<file path="src/rtl/alu_link_pkg.sv">
// Shared definitions for the host/ALU UART link: FSM encodings and the
// on-wire command byte order.
package alu_link_pkg;

  typedef enum logic [4:0] {
    ST_IDLE    = 5'b00001,
    ST_SEND    = 5'b00010,
    ST_WAIT_TX = 5'b00100,
    ST_WAIT_RX = 5'b01000,
    ST_DONE    = 5'b10000
  } link_state_e;

  localparam logic [1:0] IDX_A  = 2'd0;
  localparam logic [1:0] IDX_B  = 2'd1;
  localparam logic [1:0] IDX_OP = 2'd2;

  localparam int LINK_CMD_BYTES = 3;

endpackage

</file>
<file path="src/rtl/alu_host_link_if.sv">
// Command, UART byte and result signals of the host-side link initiator.
interface alu_host_link_if #(parameter int SIZE = 8);
  logic            cmd_valid;
  logic            cmd_ready;
  logic [SIZE-1:0] cmd_a;
  logic [SIZE-1:0] cmd_b;
  logic [SIZE-1:0] cmd_op;
  logic            tx_start;
  logic [SIZE-1:0] tx_data;
  logic            tx_done;
  logic [SIZE-1:0] rx_data;
  logic            rx_done;
  logic            res_valid;
  logic [SIZE-1:0] res_data;
  logic            res_error;
  logic            busy;

  // master: the link initiator itself
  modport master (
    input  cmd_valid, cmd_a, cmd_b, cmd_op, tx_done, rx_data, rx_done,
    output cmd_ready, tx_start, tx_data, res_valid, res_data, res_error, busy
  );

  // slave: host controller plus UART byte cores
  modport slave (
    output cmd_valid, cmd_a, cmd_b, cmd_op, tx_done, rx_data, rx_done,
    input  cmd_ready, tx_start, tx_data, res_valid, res_data, res_error, busy
  );
endinterface

</file>
<file path="src/rtl/link_timer.sv">
// Response timeout counter: cleared on entry to the wait, counts while enabled,
// flags the last allowed cycle.
module link_timer #(
  parameter int TIMEOUT_CYCLES = 1000000
) (
  input  logic clk,
  input  logic reset,
  input  logic clear,
  input  logic en,
  output logic expired
);
  localparam int CW = $clog2(TIMEOUT_CYCLES);
  localparam logic [CW-1:0] LAST = CW'(TIMEOUT_CYCLES - 1);

  logic [CW-1:0] cnt;

  always_ff @(posedge clk or negedge reset) begin
    if (!reset)     cnt <= '0;
    else if (clear) cnt <= '0;
    else if (en)    cnt <= cnt + CW'(1);
  end

  // Never wraps: expiry forces the FSM out of the wait state.
  assign expired = en && (cnt == LAST);

endmodule

</file>
<file path="src/rtl/alu_host_link.sv">
// Host-side link initiator: sends A, B, opcode as three UART bytes, then
// returns the single result byte or a timeout status.
module alu_host_link
  import alu_link_pkg::*;
#(
  parameter int SIZE           = 8,
  parameter int TIMEOUT_CYCLES = 1000000
) (
  input  logic         clk,
  input  logic         reset,
  alu_host_link_if.master lnk
);

  link_state_e     state;
  logic [1:0]      idx;
  logic [SIZE-1:0] a_q, b_q, op_q;
  logic            tmr_clear, tmr_en, tmr_expired;

  function automatic logic [SIZE-1:0] pick(input logic [1:0] i,
                                           input logic [SIZE-1:0] a,
                                           input logic [SIZE-1:0] b,
                                           input logic [SIZE-1:0] op);
    case (i)
      IDX_A:   pick = a;
      IDX_B:   pick = b;
      IDX_OP:  pick = op;
      default: pick = op;
    endcase
  endfunction

  assign tmr_clear = (state == ST_WAIT_TX) && lnk.tx_done &&
                     (idx == 2'(LINK_CMD_BYTES - 1));
  assign tmr_en    = (state == ST_WAIT_RX);

  link_timer #(.TIMEOUT_CYCLES(TIMEOUT_CYCLES)) u_timer (
    .clk     (clk),
    .reset   (reset),
    .clear   (tmr_clear),
    .en      (tmr_en),
    .expired (tmr_expired)
  );

  always_ff @(posedge clk or negedge reset) begin
    if (!reset) begin
      state         <= ST_IDLE;
      idx           <= IDX_A;
      a_q           <= '0;
      b_q           <= '0;
      op_q          <= '0;
      lnk.cmd_ready <= 1'b0;
      lnk.tx_start  <= 1'b0;
      lnk.tx_data   <= '0;
      lnk.res_valid <= 1'b0;
      lnk.res_data  <= '0;
      lnk.res_error <= 1'b0;
      lnk.busy      <= 1'b0;
    end else begin
      lnk.tx_start  <= 1'b0;
      lnk.res_valid <= 1'b0;
      case (state)
        ST_IDLE: begin
          lnk.cmd_ready <= 1'b1;
          lnk.busy      <= 1'b0;
          // cmd_ready is registered, so the first cycle out of reset never accepts
          if (lnk.cmd_valid && lnk.cmd_ready) begin
            a_q           <= lnk.cmd_a;
            b_q           <= lnk.cmd_b;
            op_q          <= lnk.cmd_op;
            idx           <= IDX_A;
            lnk.tx_data   <= lnk.cmd_a;
            lnk.tx_start  <= 1'b1;
            lnk.cmd_ready <= 1'b0;
            lnk.busy      <= 1'b1;
            state         <= ST_SEND;
          end
        end
        ST_SEND: state <= ST_WAIT_TX;
        ST_WAIT_TX: begin
          if (lnk.tx_done) begin
            if (idx == 2'(LINK_CMD_BYTES - 1)) begin
              state <= ST_WAIT_RX;
            end else begin
              idx          <= idx + 2'd1;
              lnk.tx_data  <= pick(idx + 2'd1, a_q, b_q, op_q);
              lnk.tx_start <= 1'b1;
              state        <= ST_SEND;
            end
          end
        end
        ST_WAIT_RX: begin
          // a byte arriving on the expiry cycle still counts as a response
          if (lnk.rx_done) begin
            lnk.res_data  <= lnk.rx_data;
            lnk.res_error <= 1'b0;
            lnk.res_valid <= 1'b1;
            state         <= ST_DONE;
          end else if (tmr_expired) begin
            lnk.res_data  <= '0;
            lnk.res_error <= 1'b1;
            lnk.res_valid <= 1'b1;
            state         <= ST_DONE;
          end
        end
        ST_DONE: begin
          lnk.cmd_ready <= 1'b1;
          lnk.busy      <= 1'b0;
          state         <= ST_IDLE;
        end
        default: state <= ST_IDLE;
      endcase
    end
  end

endmodule

</file>
<file path="src/flat_wrapper.sv">
// flat-port wrapper written by rule: the top's interface ports become plain ports
module alu_host_link_flat import alu_link_pkg::*;
#(
  parameter int SIZE           = 8,
  parameter int TIMEOUT_CYCLES = 1000000
)
  (clk, reset, lnk_cmd_valid, lnk_cmd_a, lnk_cmd_b, lnk_cmd_op, lnk_tx_done, lnk_rx_data, lnk_rx_done, lnk_cmd_ready, lnk_tx_start, lnk_tx_data, lnk_res_valid, lnk_res_data, lnk_res_error, lnk_busy);
  alu_host_link_if #(.SIZE(SIZE)) lnk_i ();
  input  logic clk;
  input  logic reset;
  input wire logic [$bits(lnk_i.cmd_valid)-1:0] lnk_cmd_valid;
  input wire logic [$bits(lnk_i.cmd_a)-1:0] lnk_cmd_a;
  input wire logic [$bits(lnk_i.cmd_b)-1:0] lnk_cmd_b;
  input wire logic [$bits(lnk_i.cmd_op)-1:0] lnk_cmd_op;
  input wire logic [$bits(lnk_i.tx_done)-1:0] lnk_tx_done;
  input wire logic [$bits(lnk_i.rx_data)-1:0] lnk_rx_data;
  input wire logic [$bits(lnk_i.rx_done)-1:0] lnk_rx_done;
  output wire logic [$bits(lnk_i.cmd_ready)-1:0] lnk_cmd_ready;
  output wire logic [$bits(lnk_i.tx_start)-1:0] lnk_tx_start;
  output wire logic [$bits(lnk_i.tx_data)-1:0] lnk_tx_data;
  output wire logic [$bits(lnk_i.res_valid)-1:0] lnk_res_valid;
  output wire logic [$bits(lnk_i.res_data)-1:0] lnk_res_data;
  output wire logic [$bits(lnk_i.res_error)-1:0] lnk_res_error;
  output wire logic [$bits(lnk_i.busy)-1:0] lnk_busy;
  assign lnk_i.cmd_valid = lnk_cmd_valid;
  assign lnk_i.cmd_a = lnk_cmd_a;
  assign lnk_i.cmd_b = lnk_cmd_b;
  assign lnk_i.cmd_op = lnk_cmd_op;
  assign lnk_i.tx_done = lnk_tx_done;
  assign lnk_i.rx_data = lnk_rx_data;
  assign lnk_i.rx_done = lnk_rx_done;
  assign lnk_cmd_ready = lnk_i.cmd_ready;
  assign lnk_tx_start = lnk_i.tx_start;
  assign lnk_tx_data = lnk_i.tx_data;
  assign lnk_res_valid = lnk_i.res_valid;
  assign lnk_res_data = lnk_i.res_data;
  assign lnk_res_error = lnk_i.res_error;
  assign lnk_busy = lnk_i.busy;
  alu_host_link #(.SIZE(SIZE), .TIMEOUT_CYCLES(TIMEOUT_CYCLES)) u_core (.clk(clk), .reset(reset), .lnk(lnk_i));
endmodule
</file>
<file path="config.mk">
export PLATFORM = sky130hd
export DESIGN_NAME = alu_host_link_flat
export DESIGN_NICKNAME = d
export VERILOG_FILES = /design/src/rtl/alu_link_pkg.sv /design/src/rtl/alu_host_link_if.sv /design/src/rtl/link_timer.sv /design/src/rtl/alu_host_link.sv /design/src/flat_wrapper.sv
export SDC_FILE = /design/constraint.sdc
export NUM_CORES = 1
export LEC_CHECK = 0
export CAP_MARGIN = 20
export CORE_ASPECT_RATIO = 1.5
export CORE_MARGIN = 5
export CORE_UTILIZATION = 30
export DETAILED_ROUTE_END_ITERATION = 10
export PLACE_DENSITY_LB_ADDON = 0.08
export SLEW_MARGIN = 15
export SYNTH_ARGS = -nofsm -noshare
export SYNTH_HDL_FRONTEND = slang
export SYNTH_SLANG_ARGS = --single-unit
</file>
<file path="constraint.sdc">
create_clock -name clk -period 6.8 [get_ports clk]
set_clock_uncertainty 0.15 [all_clocks]
set_input_delay 1.36 -clock clk [delete_from_list [all_inputs] [get_ports clk]]
set_output_delay 1.36 -clock clk [all_outputs]
set_load 0.01 [all_outputs]
</file>
==> results of run 1 <==
[final cells by class]
type / instances / share of cell area [%]
inverters: 7 / 0.5944
well taps: 147 / 4.161
clock inverters: 2 / 0.8491
clock buffers: 13 / 6.114
multi-input cells: 226 / 34.19
repair buffers: 60 / 13.30
flip-flops and latches: 72 / 40.79
[worst paths after layout]
path | from | endpoint | slack (ns) | cells after the start
max | lnk_cmd_valid | u_core.lnk.tx_data[7] | 3.51 | 6
min | u_core.lnk.tx_data[0] | u_core.lnk.tx_data[0] | 0.34 | 1
max reg2reg | u_core.state[3] | u_core.lnk.tx_data[7] | 4.05 | 5
min reg2reg | u_core.lnk.tx_data[0] | u_core.lnk.tx_data[0] | 0.34 | 1
max in group asynchronous | reset | u_core.u_timer.cnt[3] | 4.78 | 2
min in group asynchronous | reset | u_core.b_q[7] | 1.09 | 2
[routing by layer]
layer / GRT usage (%) / vias up
met4: 6.435 / 0
met1: 14.80 / 1226
li1: - / 1241
met3: 2.916 / 13
met5: 0 / -
met2: 21.11 / 58
[stage by stage]
step / area, um^2 / setup slack, ns
finish: 4420 / 3.506
global route: 4420 / 3.365
CTS: 4420 / 3.455
detailed placement: 4113 / 3.107
global placement: 4113 / 3.124
floorplan: 3417 / 3.998
[kinds of logic (layout without fill, tap and decap cells)]
kind of cell | after synthesis | after routing
AND/OR/NAND/NOR | 117 | 117
adder cells (fa/ha/maj) | 4 | 4
XOR/XNOR | 16 | 16
buffers and inverters | 23 | 82
multiplexers | 33 | 33
AO/OA/AOI/OAI | 56 | 56
flip-flops | 72 | 72
[power by group]
group          leakage, nW  internal (mW)  switching (mW)
sequential           0.845          0.559          0.0877
combinational        0.784          0.250           0.185
clock                0.148          0.312           0.174
[synthesized netlist by cell type (2+ instances only)]
library cell	count
a2111oi_0	3
a21oi_1	13
a22oi_1	8
and3_1	2
and4_1	3
buf_2	4
clkbuf_1	10
dfrtp_1	71
ha_1	4
inv_1	7
mux2_1	5
mux2_2	27
nand2_1	43
nand3_1	5
nand4_1	6
nand4_4	2
nor2_1	30
nor3_1	3
nor4_1	8
o21a_1	2
o21ai_0	24
o31a_2	2
o31ai_1	2
or2_1	2
or2_2	2
xnor2_1	11
xor2_1	5
[state kept, by name (all words and copies together) (netlist names), 2 cells and up]
name and flops:
u_core.idx 2, u_core.b_q 8, u_core.lnk.tx_data 8, u_core.state 5
u_core.lnk.res_data 8, u_core.a_q 8, u_core.u_timer.cnt 20, u_core.op_q 8
==> results.toml, run 1 <==
[logic_synthesis]
synthCells = 321
synthesis.area_um2 = 3417
synth_seq_area_share_pct = 52.76
synth_top_family_by_area = "simple AND/OR/NAND/NOR gates"
ys_seq_elements = 72
synthMuxAreaShare_pct = 10.84
synth.distinct_cells = 44
synth_edf_count = 0
synthAdderAreaFrac_pct = 1.465
synth_top_area_share_pct = 52.00
syn_avg_cell_area_um2 = 10.64
yosys.area_share.simple_pct = 17.87
synthFlopType = "dfrtp_1"
synthArstFlopShare_pct = 100.0
synth-xor-area-share_pct = 4.101
ys_warn_count = 0
synth_area_leaders = "dfrtp_1, mux2_2, nand2_1"
synth_compound_area_share_pct = 9.886
synth_area_leader_cell = "dfrtp_1"
synth.net_count = 362

[placed_design]
hpwl_mm = 5.447
dp.cells = 512
io_buffers = 57
place_congestion = 0.7228

[detailed_routing]
drt_iter0_drc = 70
wl_met3_um = 324
highest_layer = "met4"
via_per_inst = 4.816
vias = 2538
ant_nets = 0
wirelength_mm = 8.043
wl_per_cell_um = 15.26
drtPass1Iterations = 4
drc = 0
wl_met2_mm = 4.052
wl_met1_mm = 3.494

[die]
rows = 47
start_util_pct = 30.74
io_pins = 58
dieArea_um2 = 13670
core-area_um2 = 11110
die_w_um = 97.14
die_h_um = 140.7

[finish]
final_cell_mix = "dfrtp_1, clkdlybuf4s50_1, nand2_1"
fillers = 1095
finalCoreUtilization_pct = 39.77
seq_area_um2 = 1803
drive_gt1_share_pct = 15.00
final_common_cell = "dfrtp_1"
final_cells = 527
fin_nets = 417
multi_input_area_um2 = 1511
area_growth_syn_to_layout_pct = 29.37
antenna_cells = 0

[timing]
slew_headroom_pct = 37.38
period_needed_ns = 3.294
tns_ns = 0
finalHoldViolations = 0
worstMarginPinSlew_ns = 0.9394
whs_ns = 0.3394
fmax_mhz = 303.6
setup_violations = 0
grt_setup_unrepaired = "false"
post-route-period-util_pct = 48.43
slew_viol_final = 0

[critical_path]
crit_path_end_kind = "register"
critical_path_arrival_ns = 3.36
critPathBufInv = 2
cp.required_ns = 6.86
critical_path.cell_chain = "clkdlybuf4s50_1 > and4_1 > nor2b_2 > buf_4 > or2_1 > mux2_2"
crit_type = "in2reg"
crit_path_start_kind = "primary input"
worstPathMaxFanout = 26
crit_family = "simple AND/OR/NAND/NOR gates"
cp_slowest_cell = "clkdlybuf4s50_1"
max_stage_delay_ns = 0.47

[global_routing]
grt_max_degree = 73
grt_pass1_wl_mm = 13.63
grt_pass1_vias = 2584
grt_antenna_before_repair = 0
grt_usage_pct = 12.50
grt.overflow.total = 0

[power]
leakagePower_nw = 1.777
power_density_nw_per_um2 = 354.7
max-vdd-ir-drop_mv = 0.1257
p_total_mw = 1.568

[clocking]
cts.sink_count = 72
cts_made_buffers = 9
cts_max_level = 3
clockRootBuffer = "clkbuf_16"
cts_max_path_buffers = 2
cts-resized-gates = 0
clk_pin_slew_ns = 0.06
post_cts_buffers = 0
insertion_delay_ns = 0.33
cts_tree = "yes"
cts_hold_buf = 0

[worst_hold_path]
min_path_type = "reg2reg"

[job]
drv_cap = 0

[outcome]
status = "completed"
No activity file was read; power rests on OpenSTA's default activity.
==> run 2, diff against run 1 <==
==> constraint.sdc (replaced) <==
create_clock -name clk -period 3.2 [get_ports clk]
set_clock_uncertainty 0.15 [all_clocks]
set_input_delay 0.64 -clock clk [delete_from_list [all_inputs] [get_ports clk]]
set_output_delay 0.64 -clock clk [all_outputs]
set_load 0.01 [all_outputs]
==> results.toml, run 2 (synthesis gave the netlist of run 1 again) <==
[power]
leakagePower_nw = 1.770
intPower_mw = 2.241
max-vdd-ir-drop_mv = 0.2474
p_switching_mw = 0.9484
seq_power_share_pct = 43.0
swShare_pct = 29.74
power_density_nw_per_um2 = 725.2
p_clk_share_pct = 28.0
combPwrFrac_pct = 29.0

[detailed_routing]
drtPass1Iterations = 4
drc = 0
vias = 2538
drt_iter0_drc = 73
wirelength_mm = 7.788
wl_per_cell_um = 14.72
via_per_inst = 4.798
ant_nets = 0

[timing]
slew_viol_final = 0
tns_ns = 0
setup_violations = 0
worstMarginPinSlew_ns = 0.5645
post-route-period-util_pct = 74.42
fmax_mhz = 419.9
finalHoldViolations = 0
grt_setup_unrepaired = "false"
period_needed_ns = 2.382
slew_headroom_pct = 62.36

[global_routing]
grt_use_met3_pct = 3.015
grt.overflow.total = 0
met2_usage_pct = 20.52
grt_usage_pct = 12.20
grtUsageMet1_pct = 15.10
grt_antenna_before_repair = 0
grt_pass1_wl_mm = 13.41
grt_max_degree = 73
grt_most_used_layer = "met2"
grt_pass1_vias = 2596

[clocking]
cts-resized-gates = 0
clockRootBuffer = "clkbuf_16"
cts_hold_buf = 0
cts.sink_count = 72
cts_tree = "yes"
cts_made_buffers = 9
cts_max_level = 3
post_cts_buffers = 0
cts_max_path_buffers = 2
clk_pin_slew_ns = 0.06
insertion_delay_ns = 0.33

[placed_design]
dpl_cell_area_um2 = 4133
io_buffers = 57
place_congestion = 0.7272
hpwl_mm = 5.365

[finish]
final_cell_mix = "dfrtp_1, clkdlybuf4s50_1, nand2_1"
stdcell_area_um2 = 4398
fin_nets = 418
final_common_cell = "dfrtp_1"
antenna_cells = 0
largest_reg_flops = 20
area_growth_syn_to_layout_pct = 28.71
largest_register = "u_core.u_timer.cnt"
drive_gt1_share_pct = 15.45

[die]
rows = 47
core-area_um2 = 11110
dieArea_um2 = 13670
die_h_um = 140.7
die_w_um = 97.14
io_pins = 58
start_util_pct = 30.74

[critical_path]
max_stage_delay_ns = 0.46
crit_path_start_kind = "register"
crit_type = "reg2reg"
crit_path_end_kind = "register"
worstPathMaxFanout = 11
critical_path_arrival_ns = 2.44
cp.required_ns = 3.26
cp_slowest_cell = "dfrtp_1"
critical_path.cell_chain = "nor3b_4 > nand2_1 > nor3b_1 > or2_1 > mux2_2"

[outcome]
status = "completed"

[job]
drv_cap = 0

[worst_hold_path]
min_path_type = "in2async"
## run 2: cell count changes in the layout (fill, tap and decap cells not counted)
cell and delta:
buf_12 +1, bufinv_16 -1, clkbuf_8 -3, clkinv_2 +4
clkinv_4 +1
## run 2: stage by stage
step / hold slack (ns) / setup WS [ns] / util (%) / power, mW / cells
after CTS: 0.2046 / 0.7779 / 39.57 / 3.254 / 529
final: 0.1767 / 0.8185 / 39.57 / 3.190 / 529
after global placement: 0.3322 / 0.5148 / 37.18 / 2.328 / 513
after floorplan: 0.1944 / 1.048 / - / 1.974 / 321
after detailed placement: 0.3392 / 0.4604 / 37.18 / 2.338 / 513
after global routing: 0.2183 / 0.5550 / 39.57 / 3.416 / 529
## run 2: worst max-delay path, delay by kind of cell, from the launching register on
| kind | cells | cell delay (ns) |
|---|---|---|
| and+or+nand+nor | 4 | 1.25 |
| DFF | 1 | 0.46 |
| muxes | 1 | 0.39 |
## run 2: layout make-up
cell class / instances / area [um^2]
fill: 1093 / 6716
clock inverter: 6 / 36.28
clock buffer: 10 / 229.0
timing repair buffer: 61 / 608.1
inverter: 7 / 26.28
tap: 147 / 183.9
sequential: 72 / 1803
multi-input combinational: 226 / 1511
## run 2: worst paths after layout
kind                       slack (ns)  depth (start not counted)                   from                    end
max in group asynchronous        2.39                          2                  reset        u_core.state[0]
min                              0.18                          2                  reset   u_core.lnk.cmd_ready
max reg2reg                      0.82                          5        u_core.state[3]  u_core.lnk.tx_data[1]
max                              0.82                          5        u_core.state[3]  u_core.lnk.tx_data[1]
min reg2reg                      0.35                          1  u_core.lnk.tx_data[2]  u_core.lnk.tx_data[2]
min in group clk                 0.35                          1  u_core.lnk.tx_data[2]  u_core.lnk.tx_data[2]
## run 2: power by group through the flow
stage	registers [mW]	clock network, mW	logic [mW]
finish	1.37	0.893	0.926
detailed placement	1.39	0	0.948
global placement	1.39	0	0.936
global route	1.41	0.972	1.04
CTS	1.38	0.928	0.950
floorplan	1.37	0	0.601
## run 2: routing by layer
layer  vias up  wire length [um]
li1       1236                 -
met1      1246              3561
met2        48              3856
met3         8               244
met4         0               125
met5         -                 0
